### src/rtl/ps2_frame_rx_if.sv
// Bundle of PS/2 line inputs, the byte handshake and the status outputs of ps2_frame_rx.
// master = line/consumer side, slave = receiver.
interface ps2_frame_rx_if;
    logic       mouse_clock;
    logic       mouse_data;
    logic       rx_en;
    logic       rx_ack;
    logic [7:0] rx_data;
    logic       rx_valid;
    logic       parity_err;
    logic       frame_err;
    logic       overrun;
    logic       busy;

    modport master (
        output mouse_clock, mouse_data, rx_en, rx_ack,
        input  rx_data, rx_valid, parity_err, frame_err, overrun, busy
    );

    modport slave (
        input  mouse_clock, mouse_data, rx_en, rx_ack,
        output rx_data, rx_valid, parity_err, frame_err, overrun, busy
    );
endinterface

### src/rtl/ps2_frame_rx.sv
// Device-to-host PS/2 frame receiver: sync + glitch filter, frame FSM, one-entry byte holding register.
//  state | meaning
//  IDLE  | waiting for a start bit (data=0 on a strobe while rx_en=1)
//  SHIFT | collecting d0..d7, parity, stop; timeout armed
//  CHECK | one cycle: judge stop/parity, deliver or drop the byte
module ps2_frame_rx #(
    parameter int FILTER_LEN     = 4,
    parameter int TIMEOUT_CYCLES = 10000
) (
    input  logic           clk,
    input  logic           rst_n,
    ps2_frame_rx_if.slave  bus
);
    localparam int FW = $clog2(FILTER_LEN + 1);
    localparam int TW = $clog2(TIMEOUT_CYCLES + 1);

    typedef enum logic [1:0] {IDLE, SHIFT, CHECK} state_t;

    state_t         state_q, state_d;
    logic           clk_s1_q, clk_s2_q, dat_s1_q, dat_s2_q;
    logic           filt_clk_q, filt_clk_d;
    logic [FW-1:0]  filt_cnt_q, filt_cnt_d;
    logic           strobe;
    logic [3:0]     bitcnt_q, bitcnt_d;
    logic [9:0]     sr_q, sr_d;
    logic [TW-1:0]  tmo_q, tmo_d;
    logic [7:0]     rx_data_q, rx_data_d;
    logic           rx_valid_q, rx_valid_d;
    logic           parity_err_q, parity_err_d;
    logic           frame_err_q, frame_err_d;
    logic           overrun_q, overrun_d;

    // Filtered clock follows the synced line only after FILTER_LEN equal samples.
    always_comb begin
        filt_clk_d = filt_clk_q;
        filt_cnt_d = '0;
        strobe     = 1'b0;
        if (clk_s2_q != filt_clk_q) begin
            if (filt_cnt_q == FW'(FILTER_LEN - 1)) begin
                filt_clk_d = clk_s2_q;
                strobe     = filt_clk_q;
            end else begin
                filt_cnt_d = filt_cnt_q + FW'(1);
            end
        end
    end

    always_comb begin
        state_d      = state_q;
        bitcnt_d     = bitcnt_q;
        sr_d         = sr_q;
        tmo_d        = tmo_q;
        rx_data_d    = rx_data_q;
        rx_valid_d   = rx_valid_q;
        overrun_d    = overrun_q;
        parity_err_d = 1'b0;
        frame_err_d  = 1'b0;

        if (bus.rx_ack) begin
            rx_valid_d = 1'b0;
            overrun_d  = 1'b0;
        end
        if (strobe) tmo_d = '0;

        case (state_q)
            IDLE: begin
                if (strobe && bus.rx_en && !dat_s2_q) begin
                    state_d  = SHIFT;
                    bitcnt_d = 4'd1;
                end
            end
            SHIFT: begin
                if (!bus.rx_en) begin
                    state_d = IDLE;
                end else if (strobe) begin
                    sr_d     = {dat_s2_q, sr_q[9:1]};
                    bitcnt_d = bitcnt_q + 4'd1;
                    if (bitcnt_q == 4'd10) state_d = CHECK;
                end else if (tmo_q == TW'(TIMEOUT_CYCLES - 1)) begin
                    frame_err_d = 1'b1;
                    state_d     = IDLE;
                end else begin
                    tmo_d = tmo_q + TW'(1);
                end
            end
            CHECK: begin
                state_d = IDLE;
                if (!sr_q[9]) begin
                    frame_err_d = 1'b1;
                end else if (!(^sr_q[8:0])) begin
                    parity_err_d = 1'b1;
                end else if (!rx_valid_q || bus.rx_ack) begin
                    // a same-cycle ack frees the register, so the new byte wins
                    rx_data_d  = sr_q[7:0];
                    rx_valid_d = 1'b1;
                end else begin
                    overrun_d = 1'b1;
                end
            end
            default: state_d = IDLE;
        endcase
    end

    always_ff @(posedge clk or negedge rst_n) begin
        if (!rst_n) begin
            clk_s1_q     <= 1'b1;
            clk_s2_q     <= 1'b1;
            dat_s1_q     <= 1'b1;
            dat_s2_q     <= 1'b1;
            filt_clk_q   <= 1'b1;
            filt_cnt_q   <= '0;
            state_q      <= IDLE;
            bitcnt_q     <= '0;
            sr_q         <= '0;
            tmo_q        <= '0;
            rx_data_q    <= '0;
            rx_valid_q   <= 1'b0;
            parity_err_q <= 1'b0;
            frame_err_q  <= 1'b0;
            overrun_q    <= 1'b0;
        end else begin
            clk_s1_q     <= bus.mouse_clock;
            clk_s2_q     <= clk_s1_q;
            dat_s1_q     <= bus.mouse_data;
            dat_s2_q     <= dat_s1_q;
            filt_clk_q   <= filt_clk_d;
            filt_cnt_q   <= filt_cnt_d;
            state_q      <= state_d;
            bitcnt_q     <= bitcnt_d;
            sr_q         <= sr_d;
            tmo_q        <= tmo_d;
            rx_data_q    <= rx_data_d;
            rx_valid_q   <= rx_valid_d;
            parity_err_q <= parity_err_d;
            frame_err_q  <= frame_err_d;
            overrun_q    <= overrun_d;
        end
    end

    assign bus.rx_data    = rx_data_q;
    assign bus.rx_valid   = rx_valid_q;
    assign bus.parity_err = parity_err_q;
    assign bus.frame_err  = frame_err_q;
    assign bus.overrun    = overrun_q;
    assign bus.busy       = (state_q != IDLE);
endmodule

### src/flat_wrapper.sv
// flat-port wrapper written by rule: the top's interface ports become plain ports
module ps2_frame_rx_flat 
#(
    parameter int FILTER_LEN     = 4,
    parameter int TIMEOUT_CYCLES = 10000
)
  (clk, rst_n, bus_mouse_clock, bus_mouse_data, bus_rx_en, bus_rx_ack, bus_rx_data, bus_rx_valid, bus_parity_err, bus_frame_err, bus_overrun, bus_busy);
  ps2_frame_rx_if bus_i ();
  input  logic clk;
  input  logic rst_n;
  input wire logic [$bits(bus_i.mouse_clock)-1:0] bus_mouse_clock;
  input wire logic [$bits(bus_i.mouse_data)-1:0] bus_mouse_data;
  input wire logic [$bits(bus_i.rx_en)-1:0] bus_rx_en;
  input wire logic [$bits(bus_i.rx_ack)-1:0] bus_rx_ack;
  output wire logic [$bits(bus_i.rx_data)-1:0] bus_rx_data;
  output wire logic [$bits(bus_i.rx_valid)-1:0] bus_rx_valid;
  output wire logic [$bits(bus_i.parity_err)-1:0] bus_parity_err;
  output wire logic [$bits(bus_i.frame_err)-1:0] bus_frame_err;
  output wire logic [$bits(bus_i.overrun)-1:0] bus_overrun;
  output wire logic [$bits(bus_i.busy)-1:0] bus_busy;
  assign bus_i.mouse_clock = bus_mouse_clock;
  assign bus_i.mouse_data = bus_mouse_data;
  assign bus_i.rx_en = bus_rx_en;
  assign bus_i.rx_ack = bus_rx_ack;
  assign bus_rx_data = bus_i.rx_data;
  assign bus_rx_valid = bus_i.rx_valid;
  assign bus_parity_err = bus_i.parity_err;
  assign bus_frame_err = bus_i.frame_err;
  assign bus_overrun = bus_i.overrun;
  assign bus_busy = bus_i.busy;
  ps2_frame_rx #(.FILTER_LEN(FILTER_LEN), .TIMEOUT_CYCLES(TIMEOUT_CYCLES)) u_core (.clk(clk), .rst_n(rst_n), .bus(bus_i));
endmodule
### config.mk
export PLATFORM = sky130hd
export DESIGN_NAME = ps2_frame_rx_flat
export DESIGN_NICKNAME = d
export VERILOG_FILES = /design/src/rtl/ps2_frame_rx_if.sv /design/src/rtl/ps2_frame_rx.sv /design/src/flat_wrapper.sv
export SDC_FILE = /design/constraint.sdc
export NUM_CORES = 1
export LEC_CHECK = 0
export ABC_CLOCK_PERIOD_IN_PS = 2150
export CORE_MARGIN = 8
export CORE_UTILIZATION = 35
export DETAILED_ROUTE_END_ITERATION = 12
export PLACE_DENSITY = 0.52
export SETUP_SLACK_MARGIN = 0.2
export SLEW_MARGIN = 10
export SYNTH_ARGS = -nofsm -noshare
export SYNTH_HDL_FRONTEND = slang
export SYNTH_SLANG_ARGS = --single-unit
### constraint.sdc
create_clock -name clk -period 2.15 [get_ports clk]
set_clock_uncertainty 0.15 [all_clocks]
set_input_delay 0.43 -clock clk [delete_from_list [all_inputs] [get_ports clk]]
set_output_delay 0.43 -clock clk [all_outputs]
set_load 0.01 [all_outputs]
=== After elaboration in Yosys (flattened, before gate mapping) ===
Index checks and enable logic that the tools add are counted.

* Add/sub/neg operators: 3
* Multiplexer cells: 37
* Reduce and logical (&&, ||, !) cells: 14
* Equal/unequal tests: 11

{| class="wikitable"
|+ Operators by type and width
! kind !! count
|-
| $mux 14 || 5
|-
| $mux 1 || 19
|-
| $add 14x1->14 const B || 1
|-
| $eq 14x14->1 const B || 1
|-
| $mux 4 || 3
|-
| $mux 2 || 5
|-
| $reduce_xor 9->1 || 1
|-
| $pmux 4 s2 || 1
|-
| $reduce_and 4->1 || 2
|-
| $mux 3 || 2
|-
| $reduce_and 3->1 || 2
|-
| $add 4x1->4 const B || 1
|-
| $eq 4x4->1 const B || 1
|-
| $ne 2x1->1 const B || 2
|-
| $ne 4x2->1 const B || 1
|-
| $ne 4x4->1 const B || 1
|-
| $pmux 2 s2 || 1
|-
| $reduce_bool 2->1 || 2
|-
| $add 3x1->3 const B || 1
|-
| $eq 3x2->1 const B || 1
|-
| $eq 2x1->1 const B || 1
|-
| $eq 2x2->1 const B || 1
|-
| $logic_and 1x1->1 || 2
|-
| $logic_not 1->1 || 2
|-
| 6 further kinds || 6
|}

* Bits of input ports: 6
* Bits in registers: 50
* Output and inout bits: 13
* Word-level logic and storage cells: 80

=== Depth between registers and ports, before layout ===
Gate-level depths: netlist (run 1).

* Depth in word-level cells: 8
* Gate-level depth with buffers: 7
* Gate-level depth less buffers: 6

=== Least setup slack after synthesis (run 1) ===
OpenSTA, ideal clock, no wires.

* Path kind: flip-flop to flip-flop
* Start: register u_core.state_q[1]
* End: register u_core.tmo_q[12]
* Stages on the path, launching flop included: 7
* Path buffers: 0
* Setup time: 0.078 ns
* Path slack: 0.173 ns
* Data required time: 1.922 ns
* Clock period less this slack: 1.977 ns
* Arrival: 1.749 ns
* Path through: dfrtp_1 inv_1 ha_1 and4_1 nand4_1 or4b_1 a21oi_1

* Word-level cells in the longest chain between the ends: 2

{| class="wikitable"
|+ RTL lines
! item !! RTL line !! RTL
|-
| start, declared || ps2_frame_rx.sv:19 || <nowiki>state_t state_q, state_d;</nowiki>
|-
| start signal, assigned || ps2_frame_rx.sv:128 || <nowiki>state_q <= state_d;</nowiki>
|-
| $eq 2x1->1 || ps2_frame_rx.sv:65 || <nowiki>case (state_q)</nowiki>
|-
| $mux 14 || ps2_frame_rx.sv:65 ||
|-
| via u_core.tmo_d[12] || ps2_frame_rx.sv:26 || <nowiki>logic [TW-1:0] tmo_q, tmo_d;</nowiki>
|-
| end signal, assigned || ps2_frame_rx.sv:131 || <nowiki>tmo_q <= tmo_d;</nowiki>
|-
| end, declared || ps2_frame_rx.sv:26 ||
|}

The timed path passes the listed nets, and every way through them passes these cells.
A chain may end at the register's enable or synchronous reset.

=== Worst setup path in the final report (run 1) ===
* Start: register u_core.sr_q[7]
* End: register u_core.rx_data_q[5], in the netlist u_core.bus.rx_data[5]

* Word-level cells in the longest chain between the ends: 2

{| class="wikitable"
|+ RTL lines
! item !! RTL line !! RTL
|-
| start, declared || ps2_frame_rx.sv:25 || <nowiki>logic [9:0] sr_q, sr_d;</nowiki>
|-
| start signal, assigned || ps2_frame_rx.sv:130 || <nowiki>sr_q <= sr_d;</nowiki>
|-
| $reduce_xor 9->1 || ps2_frame_rx.sv:90 || <nowiki>end else if (!(^sr_q[8:0])) begin</nowiki>
|-
| $reduce_and 4->1 (no source line) || - ||
|-
| end signal, assigned || ps2_frame_rx.sv:132 || <nowiki>rx_data_q <= rx_data_d;</nowiki>
|-
| end, declared || ps2_frame_rx.sv:27 || <nowiki>logic [7:0] rx_data_q, rx_data_d;</nowiki>
|}

Every way passes these cells.

==> results of run 1 <==
layout make-up:
type | instances | area (um^2)
repair buffers | 55 | 475
multi-input cells | 166 | 1260
inverters | 8 | 30.0
flip-flops and latches | 50 | 1260
clock buffers | 7 | 96.3
clock inverters | 1 | 8.76
fillers | 641 | 3530
well taps | 80 | 100
stage by stage:
step / utilization, % / cell area [um^2]
2_1_floorplan: - / 2420
3_3_place_gp: 42.1 / 2840
3_5_place_dp: 42.1 / 2840
4_1_cts: 46.2 / 3120
5_1_grt: 47.7 / 3230
6_report: 47.7 / 3230
logic make-up (layout without fill, tap and decap cells):
| family | count (synthesis) | after routing | share of synthesized area [%] |
|---|---|---|---|
| muxes | 11 | 11 | 5.54 |
| buffers and inverters | 14 | 71 | 2.22 |
| AOI/OAI and AO/OA | 42 | 42 | 10.2 |
| adders and majority gates | 7 | 7 | 3.62 |
| DFF | 50 | 50 | 52.0 |
| xor gates and xnor gates | 10 | 10 | 4.86 |
| and+or+nand+nor | 96 | 96 | 21.5 |
power by group through the flow:
stage	Combinational, uW	Clock, uW	Sequential [uW]
finish	582	607	1110
global route	650	669	1130
CTS	543	639	1110
detailed placement	481	0	1130
global placement	479	0	1130
floorplan	291	0	1110
registers in the layout, indices dropped and copies added (netlist names), 2 cells and up:
name and count:
u_core.tmo_q 14, u_core.sr_q 10, u_core.bus.rx_data 8, u_core.bitcnt_q 4, u_core.filt_cnt_q 3, u_core.state_q 2
metal layers:
| layer | share of wire [%] | vias to the layer above | wire, um |
|---|---|---|---|
| met5 | 0 | - | 0 |
| met4 | 1.1 | 0 | 59 |
| met3 | 3.1 | 5 | 162 |
| met2 | 47 | 21 | 2480 |
| met1 | 49 | 925 | 2590 |
| li1 | - | 945 | - |
timing repair:
action | CTS | global route
gates resized for setup | 20 | 15
gates cloned | 0 | 0
hold endpoints to repair | 9 | 0
buffers inserted | 10 | 7
endpoints found under the setup margin | 18 | 19
hold buffers | 1 | 0
pin swaps | 5 | 8
path summary, 6_finish.rpt:
kind	from	end	slack [ns]	depth (start not counted)
worst max-delay path	u_core.sr_q[7]	u_core.bus.rx_data[5]	0.18	5
worst min-delay path	u_core.clk_s1_q	u_core.clk_s2_q	0.21	0
worst max register to register	u_core.sr_q[7]	u_core.bus.rx_data[5]	0.18	5
worst min register to register	u_core.clk_s1_q	u_core.clk_s2_q	0.21	0
max in group asynchronous	rst_n	u_core.tmo_q[11]	0.92	3
min in group asynchronous	rst_n	u_core.bitcnt_q[2]	0.42	2
Yosys cell counts, types with 5 or more instances:
library cell	number	area share [%]
o31ai_1	6	1.9
nand3_1	9	1.9
ha_1	7	3.6
clkbuf_1	5	0.78
o21ai_0	7	1.4
nor2_1	7	1.1
mux2_2	9	4.2
a21oi_1	17	3.5
nand2_1	38	5.9
inv_1	8	1.2
dfstp_2	5	5.4
dfrtp_1	45	47
or4_1	6	1.9
critical path: cells and delay by family, from the launching register on:
| kind | cells | cell delay (ns) |
|---|---|---|
| DFF | 1 | 0.40 |
| buffers and inverters | 1 | 0.16 |
| xor gates and xnor gates | 2 | 0.65 |
| muxes | 2 | 0.51 |
==> impl_metrics.ini, run 1 <==
[run_status]
status = finished, final reports clean

[final_layout]
fin_cells = 367
final_nets = 299
area_growth_pct = 33.4
layout_commonest_cell = dfrtp_1
diodes = 0
drive_gt1_share_pct = 30.3
layout_common_cells = dfrtp_1 (45), nand2_1 (36), buf_4 (34)

[sta]
min_period_ns = 1.97
setup_viol = 0
finalWorstSetupSlack_ns = 0.177
slew_headroom_pct = 75.8
report.final.hold_viol_count = 0
worstMarginPinSlew_ns = 0.363
fin_crit_sh_pct = 91.8
fmax_ghz = 0.507
drv_slew = 0
rsz0062_at_grt = yes
fin_hold_ws_ns = 0.210
fin_setup_tns_ns = 0

[drt]
via_per_inst = 5.17
wl_mm = 5.29
dr.pass1.iters = 4
drc = 0
ant_nets = 0
routedWlPerCell_um = 14.4
drtIter0Drc = 46
num_vias = 1896

[global_route]
grtUsageMet3_pct = 2.37
overflow = 0
grt_pass1_wl_mm = 8.83
antenna_found_initial = 0
grt-busiest-layer = met2
grt_pass1_vias = 1909
grt_use_met1_pct = 14.5
gr-usage-met2_pct = 16.8
grt_start_max_net_pins = 37
grt_use_total_pct = 10.8

[power]
switching_share_pct = 29.3
switchingPower_uw = 675
p_int_uw = 1630
finalPower_uw = 2300
comb_power_share_pct = 25.3
p_clk_share_pct = 26.4
leakage_uw = 0.00146
ir_drop_mv = 0.314
p_seq_share_pct = 48.3
power.density_nw_per_um2 = 713

[critical_path]
slowest_stage = xnor3_2
cp_max_fo = 8
worstPathRequired_ns = 2.19
path_class = reg2reg
path_cells = xnor2_1 > xnor3_2 > mux2i_4 > buf_12 > mux2_4
cp-end-kind = flip-flop
critPathArrivalTime_ns = 2.01
slowest_delay_ns = 0.49
worstSetupStartpointType = flip-flop

[floorplanning]
rows = 30
die_area_um2 = 9830
die_h_um = 99.1
io_pins = 19
core_um2 = 6760
start_util_pct = 35.8
dieWidth_um = 99.1

[clock_tree]
cts.sinks = 50
cts_root_buf = clkbuf_8
clk_transition_reported_paths_ns = 0.09
cts_max_path_buffers = 2
cts_tree = done
clock_latency_ns = 0.30
cts_max_level = 2
numCtsBuffers = 5

[synth]
synthDistinctLibCells = 45
syn_area_um2 = 2420
ys_warn_count = 0
synth-async-reset-ratio_pct = 100
yosysSeqAreaShare_pct = 52.0
synth-edff-count = 0
syn-num-nets = 243
syn_inst = 230
avgSynthCellArea_um2 = 10.5
synthFlopType = dfrtp_1
synth_seq_cells = 50

[place]
placement.io_buffers = 18
dp.cells = 341
pre_cts_ws_ns = -0.107
dp_hpwl_mm = 3.53
gp_congestion = 0.809

[flow_run]
drv_cap = 0

[hold_path]
min_path_type = reg2reg
(Power assumes the default switching activity.)
==> run 2: changes to the inputs <==
CORE_ASPECT_RATIO = 0.8   (was unset)
REMOVE_ABC_BUFFERS = 1   (was unset)
==> run 2 against run 1 <==
Against the previous run:
- first-iteration DRC count grew 41%
- critical path depth is the same
- final cell count grew 4.6%
- register-to-register slack lost 0.03 ns
- global-route usage grew 1.2 points
- routed wire length grew 3.3%
- via count grew 3.2%
- sequential power is essentially flat
- power grew 3.4%
==> impl_metrics.ini, run 2 (synthesis results as in run 1) <==
[clock_tree]
cts_root_buf = clkbuf_8
cts_tree = done
cts_max_level = 2
cts_max_path_buffers = 2
clk_transition_reported_paths_ns = 0.09
clock_latency_ns = 0.30
numCtsBuffers = 5
cts.sinks = 50

[sta]
drv_slew = 0
slew_headroom_pct = 66.2
fin_setup_tns_ns = 0
finalWorstSetupSlack_ns = 0.143
worstMarginPinSlew_ns = 0.506
rsz0062_at_grt = yes
fmax_ghz = 0.498
report.final.hold_viol_count = 0
setup_viol = 0
min_period_ns = 2.01
fin_crit_sh_pct = 93.4

[critical_path]
worstPathRequired_ns = 2.20
slowest_stage = xnor3_2
worstSetupStartpointType = flip-flop
cp_max_fo = 8
crit_buf_inv = 1
cp-end-kind = flip-flop
path_cells = xor2_1 > xnor3_2 > mux2i_4 > buf_12 > mux2_4
slowest_delay_ns = 0.46
critPathArrivalTime_ns = 2.06
cp_top_family = XOR/XNOR gates
path_class = reg2reg

[drt]
via_per_inst = 5.09
wl_mm = 5.47
routedWlPerCell_um = 14.2
dr.pass1.iters = 4
num_vias = 1956
ant_nets = 0
drtIter0Drc = 65
drc = 0

[place]
placement.io_buffers = 18
gp_congestion = 0.777
pre_cts_ws_ns = -0.128
dp_hpwl_mm = 3.63

[global_route]
grt_pass1_wl_mm = 9.63
grt_start_max_net_pins = 32
overflow = 0
antenna_found_initial = 0
grt_pass1_vias = 1954
grt_use_total_pct = 12.0

[floorplanning]
die_h_um = 90.4
rows = 27
die_area_um2 = 9840
io_pins = 19
core_um2 = 6790
start_util_pct = 35.6
dieWidth_um = 109

[hold_path]
min_path_type = reg2reg

[run_status]
status = finished, final reports clean

[flow_run]
drv_cap = 0

[final_layout]
layout_commonest_cell = dfrtp_1
regMostFlops = u_core.tmo_q
drive_gt1_share_pct = 33.0
layout_common_cells = dfrtp_1 (45), buf_4 (43), nand2_1 (36)
final_nets = 309
largest_reg_flops = 14
area_growth_pct = 36.8
diodes = 0

[power]
ir_drop_mv = 0.518
power.density_nw_per_um2 = 719
leakage_uw = 0.00152
==> run 2: changes by cell type in the layout (fill, tap and decap cells not counted), moves of 2 or more <==
cell | previous run | this run
a21oi_1 | 14 | 12
a21oi_2 | 3 | 5
buf_4 | 34 | 43
clkbuf_8 | 7 | 5
clkinv_2 | 0 | 2
==> run 2: metal layers <==
| layer | track usage, % | vias up | wire, um |
|---|---|---|---|
| li1 | - | 962 | - |
| met1 | 17.9 | 961 | 2890 |
| met2 | 16.0 | 28 | 2340 |
| met3 | 3.00 | 5 | 174 |
| met4 | 4.10 | 0 | 65 |
| met5 | 0 | - | 0 |
==> run 2: area by class of cell <==
class                      count  area [um^2]
fill                         631         3480
multi-input combinational    167         1260
sequential                    50         1260
timing repair buffer          64          543
tap                           87          109
clock buffer                   5         68.8
clock inverter                 3         40.0
inverter                       8         30.0
==> run 2: worst paths after layout <==
kind / startpoint / end / slack (ns) / cells after the start
worst max-delay path: u_core.sr_q[5] / u_core.bus.rx_data[7] / 0.14 / 5
worst min-delay path: u_core.clk_s1_q / u_core.clk_s2_q / 0.21 / 0
worst max register to register: u_core.sr_q[5] / u_core.bus.rx_data[7] / 0.14 / 5
worst min register to register: u_core.clk_s1_q / u_core.clk_s2_q / 0.21 / 0
max in group asynchronous: rst_n / u_core.filt_clk_q / 0.75 / 3
min in group asynchronous: rst_n / u_core.tmo_q[13] / 0.48 / 2
==> run 2: power by group <==
group | leakage [uW] | internal, uW | switching, uW
Clock | 0.0000579 | 343 | 314
Sequential | 0.000666 | 1030 | 80.6
Combinational | 0.000799 | 309 | 297
Total | 0.00152 | 1690 | 691
==> run 2: through the flow <==
stage	instance area (um^2)	power (uW)	utilization [%]	hold slack [ns]	std cells
after floorplan	2390	1390	-	-0.0156	224
after global placement	2950	1640	43.4	0.196	361
after detailed placement	2950	1650	43.4	0.198	361
after CTS	3190	2340	47.0	0.211	376
after global routing	3310	2520	48.7	0.217	384
final	3310	2380	48.7	0.209	384
==> run 2: what timing repair did <==
action	CTS	global route
buffers inserted	5	8
gates cloned	1	0
resized for setup	21	16
pin swaps	2	14
endpoints found under the hold margin	15	0
endpoints found under the setup margin	18	21
hold buffers	1	0
==> variant 1: new RTL, settings of run 1 <==
`TIMEOUT_CYCLES` is set to 10000 in 2 places; all go to 2500.
--- a/src/rtl/ps2_frame_rx.sv
+++ b/src/rtl/ps2_frame_rx.sv
@@ -5,7 +5,7 @@
 //  CHECK | one cycle: judge stop/parity, deliver or drop the byte
 module ps2_frame_rx #(
     parameter int FILTER_LEN     = 4,
-    parameter int TIMEOUT_CYCLES = 10000
+    parameter int TIMEOUT_CYCLES = 2500
 ) (
     input  logic           clk,
     input  logic           rst_n,
--- a/src/flat_wrapper.sv
+++ b/src/flat_wrapper.sv
@@ -2,7 +2,7 @@
 module ps2_frame_rx_flat 
 #(
     parameter int FILTER_LEN     = 4,
-    parameter int TIMEOUT_CYCLES = 10000
+    parameter int TIMEOUT_CYCLES = 2500
 )
   (clk, rst_n, bus_mouse_clock, bus_mouse_data, bus_rx_en, bus_rx_ack, bus_rx_data, bus_rx_valid, bus_parity_err, bus_frame_err, bus_overrun, bus_busy);
   ps2_frame_rx_if bus_i ();
Check against the original RTL: same outputs for any inputs over 10 cycles, from zero or initial values and one cycle with rst_n low; that may be too few to reach the edited logic, so the function may still have changed.
==> variant 1 against run 1 <==
Sequential power decreased by 8%. Cell area is 11% lower. Setup slack worse by 110 ps. Utilization is 0.64 points higher. Total power fell by 15%. Synthesized area decreased by 10%. Non-clock buffer count decreased by 17. Sequential cell count shrank 2. Via count shrank 20%. Routed wire length is 13% lower. Critical path type unchanged.
==> variant 1: results (changes against run 1) <==
GRT
  • GRT Total Usage: 10.9% (was 10.8%)
  • Largest net degree at the start of global routing: 27 (was 37)
  • GRT overflow: 0 (unchanged)
  • First-pass GRT wire length: 7630 um (was 8830 um)
  • Vias in the first global route: 1633 (was 1909)

Final layout
  • Max reg flops: 12 (was 14)
  • Filler cells: 545 (was 641)
  • Multi-input logic area: 1100 sq um (was 1260 sq um)
  • Nets: 237 (was 299)
  • Share of cells above drive strength 1: 33.3% (was 30.3%)

Routing
  • DR pass1 iterations: 4 (unchanged)
  • Vias post-DR: 1508 (was 1896)
  • Number of DRC markers in iteration 0: 101 (was 46)
  • WL per Instance: 15.4 um (was 14.4 um)
  • Vias/cell: 5.03 (was 5.17)

Yosys
  • Synth cell types: 37 (was 45)
  • Synth Net Count: 195 (was 243)
  • Main area contributors after synthesis: dfrtp_1, mux2_2, dfstp_2, ha_1, xor2_1 (was dfrtp_1, nand2_1, dfstp_2, mux2_2, ha_1)
  • Syn. warnings: 0 (unchanged)
  • Sequential area share after synthesis: 55.6% (was 52.0%)
  • Synth top cells by count: dfrtp_1, mux2_2, nor2_1 (was dfrtp_1, nand2_1, a21oi_1)
  • Synthesized instance count: 182 (was 230)
  • Asr flop ratio synth: 100% (unchanged)

Power
  • P_leak: 1.33 nW (was 1.46 nW)
  • Maximum vdd ir drop: 0.000326 V (was 0.000314 V)
  • Sequential share of power: 52.4% (was 48.3%)
  • Psw: 556 uW (was 675 uW)
  • Clock share of power: 27.1% (was 26.4%)
  • Pwr per Cell Area: 676 nW/um^2 (was 713 nW/um^2)

Timing
  • Worst-Margin Slew: 402 ps (was 363 ps)
  • Final-report setup violation count: 0 (unchanged)
  • Min Hold Slack: 210 ps (about the same)

Placed design
  • GP Congestion: 0.834 (was 0.809)
  • Post-DP Area: 2540 sq um (was 2840 sq um)
  • Placed Cells: 284 (was 341)
  • Post-DP HPWL: 3180 um (was 3530 um)

Setup path
  • Reg2reg setup slack: 70 ps (was 180 ps)
  • Crit path DAT: 2120 ps (was 2010 ps)
  • Worst-path fanout max: 8 (unchanged)
  • Critical R2R Launch: u_core.sr_q[6] (was u_core.sr_q[7])

Clock tree
  • Clk Latency, worst-skew pair: 310 ps
  • CTS Buf Count: 5 (unchanged)

Outcome
  • Status: complete, no violations (unchanged)
[variant 1: final cells by class]
class                      count  share of cell area [%]
clock buffer                   6                    2.52
clock inverter                 2                   0.434
inverter                       6                   0.782
multi-input combinational    125                    38.2
sequential                    48                    41.9
tap                           75                    3.26
timing repair buffer          38                    12.9
[variant 1: final timing paths]
path	end	cells past startpoint
min reg2reg	u_core.clk_s2_q	0
max in group asynchronous	u_core.tmo_q[4]	3
min in group asynchronous	u_core.sr_q[5]	3
min	u_core.clk_s2_q	0
max reg2reg	u_core.bus.rx_data[1]	5
max	u_core.bus.rx_data[1]	5
[variant 1: through the flow]
stage / TNS [ps] / setup slack [ps]
global route: -335 / -59.2
CTS: 0 / 30.7
global placement: 0 / 95.6
detailed placement: -18.0 / -18.0
floorplan: 0 / 196
finish: 0 / 66.9
[variant 1: what timing repair did]
action / 4_1_cts / 5_1_grt
gates cloned: 0 / 1
gates resized for setup: 3 / 39
pin swaps: 0 / 12
endpoints found under the hold margin: 43 / 0
setup endpoints to repair: 24 / 29
buffers inserted: 3 / 3
hold buffers: 1 / 0
[variant 1: cells by family after synthesis]
family	after synthesis	share of synthesized area (%)
AND/OR/NAND/NOR	59	14.6
flip-flops	48	55.6
AO/OA/AOI/OAI	24	6.80
multiplexers	20	10.3
XOR/XNOR	15	7.03
buffers and inverters	9	1.61
adder cells (fa/ha/maj)	7	4.03
[variant 1: critical path, cell delays in order, from the launching register on]
cell     delay [ps]
dfrtp_1         430
xnor2_1         220
xnor3_1         390
xnor2_2         230
nand4_4         210
mux2_2          330
[variant 1: layer usage]
layer | GRT usage [%] | vias to the layer above | routed length, um
li1 | - | 722 | -
met1 | 12.0 | 753 | 1970
met2 | 18.6 | 26 | 2340
met3 | 4.05 | 7 | 251
met4 | 4.16 | 0 | 68
met5 | 0 | - | 0
==> variant 2: new RTL, config.mk and constraints of run 1 <==
Made on the original files. The 3 states of `state_t` get a one-hot encoding in 3 bits.
--- a/src/rtl/ps2_frame_rx.sv
+++ b/src/rtl/ps2_frame_rx.sv
@@ -14,7 +14,7 @@
     localparam int FW = $clog2(FILTER_LEN + 1);
     localparam int TW = $clog2(TIMEOUT_CYCLES + 1);
 
-    typedef enum logic [1:0] {IDLE, SHIFT, CHECK} state_t;
+    typedef enum logic [2:0] {IDLE = 3'b001, SHIFT = 3'b010, CHECK = 3'b100} state_t;
 
     state_t         state_q, state_d;
     logic           clk_s1_q, clk_s2_q, dat_s1_q, dat_s2_q;
Check against the original RTL: no difference found for any inputs over 10 cycles, from zero or initial values and one cycle with rst_n low; not proved beyond that.
==> variant 2 against run 1 <==
Sequential cell count is 1 higher. Cell count is 7.6% lower. Routed wire length is 5.7% lower. Setup slack worse by 15 ps. Synthesized area is 0.31% lower. Cell area is 0.81% lower. Critical path type unchanged. Critical endpoint is now u_core.bus.rx_data[3]. Highest routed layer unchanged.
Power is not compared: it rests on default switching activity, and its combinational part moved more than twofold at a synthesized area within 25%.
==> variant 2: results (changes against run 1) <==
Outcome
  • Status: complete, no violations (unchanged)

Yosys
  • Synth top cells by count: dfrtp_1, mux2_2, o21ai_0 (was dfrtp_1, nand2_1, a21oi_1)
  • Sequential area share after synthesis: 53.2% (was 52.0%)
  • Synth cell types: 47 (was 45)
  • Synth Area in Adders: 2.08% (was 3.62%)
  • Synth Area in XOR/XNOR: 4.77% (was 4.86%)
  • Top cell type's share of synthesized area: 46.7% (was 46.6%)
  • Multiplexer share of the synthesized area: 10.2% (was 5.54%)

GRT
  • Largest net degree at the start of global routing: 29 (was 37)
  • Initial antenna violation count: 0 (unchanged)
  • GRT Total Usage: 10.9% (was 10.8%)

Routing
  • Post-Route WL: 4990 um (was 5290 um)
  • Vias post-DR: 1781 (was 1896)
  • Number of DRC markers in iteration 0: 78 (was 46)

Placed design
  • Place WS: -225 ps (was -107 ps)
  • Post-DP HPWL: 3420 um (was 3530 um)
  • GP Congestion: 0.757 (was 0.809)

Setup path
  • CP Launch Point: u_core.sr_q[5] (was u_core.sr_q[7])
  • R2R Path End: u_core.bus.rx_data[3] (was u_core.bus.rx_data[5])
  • Crit path DAT: 2030 ps (was 2010 ps)

Timing
  • Post-route setup slack: 163 ps (was 177 ps)
  • Min Hold Slack: 3.50 ps (was 210 ps)
  • Rel. slew slack: 55.6% (was 75.8%)

Power
  • Internal: 1.32 mW

Final layout
  • Nets: 268 (was 299)
variant 2: cell count changes after synthesis, sizes merged, moves of 3 or more:
cell	before	now
mux2	9	19
clkbuf	5	2
o31ai	6	3
a21oi	17	11
ha	7	4
o21ai	8	13
nor4	0	3
o22ai	4	0
nand2	38	12
variant 2: final cells by class:
type	count	area [sq um]
Fill cell	621	3520
Tap cell	80	100
Multi-Input combinational cell	139	1200
Clock buffer	7	76.3
Inverter	8	30.0
Clock inverter	1	7.51
Sequential cell	51	1290
Timing Repair Buffer	53	494
variant 2: per-stage QoR:
step / cells / utilization [%]
3_5_place_dp: 314 / 42.4
4_1_cts: 329 / 44.7
5_1_grt: 339 / 47.6
6_report: 339 / 47.6
2_1_floorplan: 203 / -
3_3_place_gp: 314 / 42.4
variant 2: power by group through the flow:
stage          Sequential (mW)  Combinational, mW  Clock (mW)
6_report                  1.03              0.154       0.541
5_1_grt                   1.04              0.178       0.609
4_1_cts                   1.04              0.135       0.569
3_5_place_dp              1.05              0.130           0
3_3_place_gp              1.05              0.129           0
2_1_floorplan             1.05             0.0727           0
variant 2: worst reg2reg max path, cell delays in order (launching register included):
cell and delay, ps:
dfrtp_1 400, xor2_1 180, xnor3_2 490, mux2i_4 200
buf_12 160, mux2_4 300
variant 2: layer usage:
metal / track usage [%] / share of wire (%) / vias up
li1: - / - / 854
met1: 14.0 / 49 / 895
met2: 17.0 / 46 / 26
met3: 2.75 / 3.4 / 6
met4: 4.96 / 1.9 / 0
met5: 0 / 0 / -
variant 2: how the worst min path moves through the flow:
stage | depth (start not counted) | startpoint | end
floorplan | 0 | rst_n | u_core.bitcnt_q[0]
global placement | 0 | u_core.dat_s1_q | u_core.dat_s2_q
detailed placement | 0 | u_core.dat_s1_q | u_core.dat_s2_q
CTS | 1 | rst_n | u_core.sr_q[9]
global route | 1 | rst_n | u_core.bus.rx_valid
finish | 1 | rst_n | u_core.tmo_q[9]
variant 2: cell families (layout without fill, tap and decap cells):
group,after synthesis,in the layout
flops,51,51
buf+inv,13,69
mux,21,21
fa+ha+maj,4,4
simple gates,70,70
compound gates,34,34
xor+xnor,10,10
variant 2: what timing repair did:
item / CTS / global route
buffers inserted: 7 / 9
gates resized for setup: 7 / 28
pin swaps: 3 / 10
cloned: 0 / 1
setup endpoints to repair: 28 / 35
